[src/rtl/vit_pkg.sv]
// Viterbi decoder controller: shared defaults and FSM state type.
package vit_pkg;

  localparam int VIT_FRAME_LEN = 1024;
  localparam int VIT_AW        = 10;

  typedef enum logic [1:0] {
    IDLE,
    DECODE,
    TRACEBACK
  } state_e;

endpackage

[src/rtl/vit_addr_cnt.sv]
// Loadable up/down address counter with enable and terminal-count flag.
module vit_addr_cnt
  import vit_pkg::*;
#(
  parameter int AW = VIT_AW
) (
  input  logic          clk,
  input  logic          rst,
  input  logic          load_i,
  input  logic [AW-1:0] load_val_i,
  input  logic          en_i,
  input  logic          up_i,
  input  logic [AW-1:0] tc_val_i,
  output logic [AW-1:0] cnt_o,
  output logic          tc_o
);

  logic [AW-1:0] cnt_q, cnt_d;

  always_comb begin
    cnt_d = cnt_q;
    if (load_i) begin
      cnt_d = load_val_i;
    end else if (en_i) begin
      cnt_d = up_i ? cnt_q + 1'b1 : cnt_q - 1'b1;
    end
  end

  always_ff @(posedge clk or posedge rst) begin
    if (rst) begin
      cnt_q <= '0;
    end else begin
      cnt_q <= cnt_d;
    end
  end

  assign cnt_o = cnt_q;
  assign tc_o  = (cnt_q == tc_val_i);

endmodule

[src/rtl/vit_ctrl.sv]
// Viterbi decoder frame controller: symbol intake, ACS/survivor write
// sequencing, then reverse-order traceback with one-cycle read latency.
module vit_ctrl
  import vit_pkg::*;
#(
  parameter int FRAME_LEN = VIT_FRAME_LEN,
  parameter int AW        = VIT_AW
) (
  input  logic          clk,
  input  logic          rst,
  input  logic          start,
  input  logic          abort,
  input  logic          rx_valid,
  output logic          rx_ready,
  output logic          bmc_load,
  output logic          acs_clr,
  output logic          acs_en,
  output logic          mem_we,
  output logic [AW-1:0] mem_waddr,
  output logic [AW-1:0] mem_raddr,
  output logic          tb_en,
  output logic          dec_valid,
  output logic          dec_last,
  output logic          busy,
  output logic          done
);

  localparam logic [AW:0]   FL_C   = (AW+1)'(FRAME_LEN);
  localparam logic [AW-1:0] LAST_A = AW'(FRAME_LEN - 1);

  state_e      state_q, state_d;
  logic [AW:0] sym_cnt_q, sym_cnt_d;
  logic        acc_q, acc_d;
  logic        dv_q, dv_d;
  logic        dl_q, dl_d;

  logic        w_load, w_en, w_tc;
  logic        r_load, r_en, r_tc;

  vit_addr_cnt #(.AW(AW)) u_wcnt (
    .clk        (clk),
    .rst        (rst),
    .load_i     (w_load),
    .load_val_i ('0),
    .en_i       (w_en),
    .up_i       (1'b1),
    .tc_val_i   (LAST_A),
    .cnt_o      (mem_waddr),
    .tc_o       (w_tc)
  );

  vit_addr_cnt #(.AW(AW)) u_rcnt (
    .clk        (clk),
    .rst        (rst),
    .load_i     (r_load),
    .load_val_i (LAST_A),
    .en_i       (r_en),
    .up_i       (1'b0),
    .tc_val_i   ('0),
    .cnt_o      (mem_raddr),
    .tc_o       (r_tc)
  );

  always_comb begin
    state_d   = state_q;
    sym_cnt_d = sym_cnt_q;
    acs_clr   = 1'b0;
    w_load    = 1'b0;
    w_en      = 1'b0;
    r_load    = 1'b0;
    r_en      = 1'b0;
    tb_en     = 1'b0;
    rx_ready  = (state_q == DECODE) && (sym_cnt_q < FL_C);
    bmc_load  = rx_ready && rx_valid;

    unique case (state_q)
      IDLE: begin
        if (start && !abort && !rst) begin
          state_d   = DECODE;
          acs_clr   = 1'b1;
          sym_cnt_d = '0;
          w_load    = 1'b1;
        end
      end
      DECODE: begin
        if (bmc_load) begin
          sym_cnt_d = sym_cnt_q + 1'b1;
        end
        // Last survivor write hands over to traceback at the next edge
        if (acc_q) begin
          if (w_tc) begin
            state_d = TRACEBACK;
            r_load  = 1'b1;
          end else begin
            w_en = 1'b1;
          end
        end
      end
      TRACEBACK: begin
        if (dl_q) begin
          state_d = IDLE;
        end else begin
          tb_en = 1'b1;
          r_en  = !r_tc;
        end
      end
      default: state_d = IDLE;
    endcase

    if (abort) begin
      state_d = IDLE;
      r_load  = 1'b0;
      w_en    = 1'b0;
    end

    acc_d = bmc_load && !abort;
    dv_d  = tb_en && !abort;
    dl_d  = tb_en && r_tc && !abort;
  end

  always_ff @(posedge clk or posedge rst) begin
    if (rst) begin
      state_q   <= IDLE;
      sym_cnt_q <= '0;
      acc_q     <= 1'b0;
      dv_q      <= 1'b0;
      dl_q      <= 1'b0;
    end else begin
      state_q   <= state_d;
      sym_cnt_q <= sym_cnt_d;
      acc_q     <= acc_d;
      dv_q      <= dv_d;
      dl_q      <= dl_d;
    end
  end

  assign acs_en    = acc_q;
  assign mem_we    = acc_q;
  assign dec_valid = dv_q;
  assign dec_last  = dl_q;
  assign done      = dl_q;
  assign busy      = (state_q != IDLE);

endmodule
[config.mk]
export PLATFORM = sky130hd
export DESIGN_NAME = vit_ctrl
export DESIGN_NICKNAME = d
export VERILOG_FILES = /design/src/rtl/vit_pkg.sv /design/src/rtl/vit_addr_cnt.sv /design/src/rtl/vit_ctrl.sv
export SDC_FILE = /design/constraint.sdc
export NUM_CORES = 1
export LEC_CHECK = 0
export ABC_AREA = 0
export BUFFER_PORTS_ARGS = -buffer_cell sky130_fd_sc_hd__buf_4
export CORE_MARGIN = 3
export CORE_UTILIZATION = 50
export CTS_BUF_LIST = sky130_fd_sc_hd__clkbuf_2
export CTS_CLUSTER_SIZE = 40
export DETAILED_ROUTE_END_ITERATION = 7
export PLACE_DENSITY = 0.77
export SYNTH_ARGS = -nofsm -noshare
export SYNTH_HDL_FRONTEND = slang
export SYNTH_SLANG_ARGS = --single-unit
export TNS_END_PERCENT = 100
[constraint.sdc]
create_clock -name clk -period 5 [get_ports clk]
set_clock_uncertainty 0.15 [all_clocks]
set_input_delay 0 -clock clk [delete_from_list [all_inputs] [get_ports clk]]
set_output_delay 0 -clock clk [all_outputs]
set_load 0.05 [all_outputs]
==> reports/qor.log <==
qor: outcome.status complete, no violations
qor: floorplan.core_region_area 3520 um2
qor: hold_path.hold_class input port to asynchronous set/reset pin
qor: timing.fin_crit_sh 43.0%
qor: layout.finish.net_count 249
qor: synth.post_synth_inst_count 199
qor: floorplan.dieHeight 68.0 um
qor: synth.synth_seq_cells 36
qor: setup_path.slowest_cell_on_crit_path sky130_fd_sc_hd__dfrtp_1
qor: floorplan.die_area 4630 um2
qor: clock_network.clock_tree.htree_level_count 2
qor: clock_network.clkTransAtPathRegs 170 ps
qor: route.vias_per_cell 5.71
qor: route.drt-total-wl 4010 um
qor: timing.relative_slew_slack 52.4%
qor: layout.synthToLayoutAreaGrowth 19.9%
qor: synth.synth-async-reset-ratio 100%
qor: synth.mappedNetlistNets 207
qor: timing.final_hold_viol_count 0
qor: route.drc_errors 0
qor: global_routing.grt_pass1_wl 6880 um
qor: clock_network.tritoncts.num_buffers 5
qor: setup_path.cp_cell_sequence nor4_2 > nand2_1 > inv_2 > buf_4
qor: route.via_count 1645
qor: timing.max_freq 0.465 GHz
qor: timing.timing_worst_slew_pin_value 707 ps
qor: layout.post_route_cells_drive_above_1_share 21.9%
qor: setup_path.worstPathRequired 4850 ps
qor: timing.finalSetupViolCount 0
qor: synth.seq_area_frac_synth 46.8%
qor: setup_path.timing.critical_path.fanout_max 19
qor: synth.syn_avg_cell_area 9.66 um2
qor: floorplan.die_w 68.0 um
qor: pwr.ir_worst_vdd 0.138 mV
qor: global_routing.grt_overflow 0
qor: placement.gp_routability_congestion 0.873
qor: synth.synth_enable_flop_cells 0
qor: setup_path.timing.setup.critical_path_class flop to output port
qor: clock_network.worstSkewPairLatency 370 ps
qor: synth.syn_area 1920 um2
qor: layout.final_cell_area 2310 um2
qor: placement.port_buffers 34
qor: pwr.static-leakage-power 0.976 nW
qor: global_routing.grt_start_max_net_pins 20
qor: setup_path.critical_path.endpoint_type output port
qor: layout.mostFrequentLayoutCells 36 x sky130_fd_sc_hd__dfrtp_1, 35 x sky130_fd_sc_hd__buf_4, 22 x sky130_fd_sc_hd__nor2_1
qor: clock_network.tritoncts built
qor: floorplan.ios 35
qor: placement.dp_hpwl 2980 um
qor: setup_path.critPathArrivalTime 2000 ps
qor: timing.setup_total_negative_slack 0 ps
qor: clock_network.cts_sinks 36
qor: timing.worst_slack 2850 ps
qor: global_routing.grt_antenna_before_repair 0
qor: layout.final_common_cell sky130_fd_sc_hd__dfrtp_1
qor: route.wl_per_cell 13.9 um
qor: timing.grt_setup_unrepaired no
qor: route.final_antenna_net_count 0
qor: floorplan.core.rowCount 21
qor: timing.final_period_minus_worst_setup_slack 2150 ps
qor: pwr.p_per_area 220 nW/um2
qor: synth.synth-main-ff-cell sky130_fd_sc_hd__dfrtp_1
qor: setup_path.crit_path_start_kind flop
qor: pwr.total_power 0.507 mW
qor: clock_network.clk_root_buffer_cell sky130_fd_sc_hd__clkbuf_2
qor: synth.synthDistinctLibCells 44
qor: floorplan.initial_utilization 54.6%
qor: global_routing.grt_pass1_vias 1513
qor: placement.placed_area 2210 um2
qor: route.first_iter_violations 90
qor: clock_network.max_buffers_root_to_sink 2
qor: placement.placement.setup.worst_slack 2970 ps
qor: run.cap_viol_max_count 0
qor: layout.ant_diodes 0
qor: timing.whs 138 ps
qor: route.dr.pass1.iters 4
qor: timing.slew_violations 0
qor: global_routing.grtUsageTotal 19.9%
qor: synth.yosys_warnings 0
qor: setup_path.critical_path.max_stage_delay 510 ps
==> path summary, 6_finish.rpt <==
| check | from | endpoint | slack [ps] | depth (start not counted) |
|---|---|---|---|---|
| max reg2reg | u_rcnt.cnt_o[0] | u_rcnt.cnt_o[6] | 2920 | 6 |
| min in group clk | abort | dec_valid | 240 | 3 |
| max | state_q[0] | acs_clr | 2850 | 4 |
| min | rst | sym_cnt_q[4] | 140 | 3 |
| max in group asynchronous | rst | dec_last | 3870 | 4 |
| min reg2reg | u_wcnt.cnt_o[8] | u_wcnt.cnt_o[8] | 410 | 1 |
==> critical path: cells and delay by family (launching register included) <==
kind / cells / cell delay, ps
buf+inv: 2 / 570
flops: 1 / 510
simple gates: 2 / 550
==> routing by layer <==
| metal | part of all wire (%) | wire length (um) | global-route usage, % |
|---|---|---|---|
| met4 | 0.42 | 17 | 5.21 |
| met2 | 46 | 1860 | 30.1 |
| met3 | 4.8 | 191 | 5.91 |
| met1 | 48 | 1940 | 27.9 |
| met5 | 0 | 0 | 0 |
==> power by group <==
group	switching [mW]	internal, mW	total [mW]
registers	0.0116	0.299	0.311
clock network	0.0937	0.0350	0.129
logic	0.0448	0.0229	0.0677
==> layout make-up <==
class                   count  area, um2
fillers                   314       1210
multi-input cells         149        960
flip-flops and latches     36        901
repair buffers             40        313
well taps                  46       57.6
inverters                   9       33.8
clock buffers               6       30.0
clock inverters             2       11.3
==> flip-flops by register name, indices dropped and copies added (netlist names) <==
signal,flops
sym_cnt_q,11
u_rcnt.cnt_o,10
u_wcnt.cnt_o,10
state_q,2
acs_en,1
dec_last,1
dec_valid,1
==> logic make-up (layout without fill, tap and decap cells) <==
| kind of cell | Yosys count | count (layout) | share of synthesized area [%] |
|---|---|---|---|
| XOR/XNOR | 9 | 9 | 4.10 |
| AO/OA/AOI/OAI | 38 | 38 | 12.8 |
| flip-flops | 36 | 36 | 46.8 |
| buffers and inverters | 14 | 57 | 3.25 |
| AND/OR/NAND/NOR | 95 | 95 | 29.0 |
| adder cells (fa/ha/maj) | 3 | 3 | 1.95 |
| multiplexers | 4 | 4 | 2.08 |
==> synth_stat cells (3+ instances only) <==
master                    instances  share of area, %
sky130_fd_sc_hd__a21oi_1         13               3.4
sky130_fd_sc_hd__and4_1           4               1.8
sky130_fd_sc_hd__dfrtp_1         36                47
sky130_fd_sc_hd__ha_1             3               2.0
sky130_fd_sc_hd__inv_1            6               1.2
sky130_fd_sc_hd__inv_2            3              0.59
sky130_fd_sc_hd__mux2i_1          4               2.1
sky130_fd_sc_hd__nand2_1         21               4.1
sky130_fd_sc_hd__nand3_1          7               1.8
sky130_fd_sc_hd__nand4_1          4               1.3
sky130_fd_sc_hd__nor2_1          22               4.3
sky130_fd_sc_hd__nor4_1           6               2.0
sky130_fd_sc_hd__nor4_2           3               2.0
sky130_fd_sc_hd__o21ai_0          3              0.78
sky130_fd_sc_hd__o21ai_1          4               1.0
sky130_fd_sc_hd__o31ai_1          7               2.7
sky130_fd_sc_hd__or3_1            6               2.0
sky130_fd_sc_hd__or4_1            4               1.6
sky130_fd_sc_hd__xnor2_1          5               2.3
sky130_fd_sc_hd__xor2_1           4               1.8
==> per-stage QoR <==
| stage | instances | utilization, % |
|---|---|---|
| 6_report | 288 | 65.5 |
| 5_1_grt | 288 | 65.5 |
| 4_1_cts | 288 | 65.5 |
| 3_5_place_dp | 275 | 62.9 |
| 3_3_place_gp | 275 | 62.9 |
| 2_1_floorplan | 199 | - |
==> repair_timing <==
action	CTS	global route
buffers inserted	0	0
resized for setup	0	0
endpoints found under the hold margin	31	0
hold buffers	5	0
(Power assumes the default switching activity.)
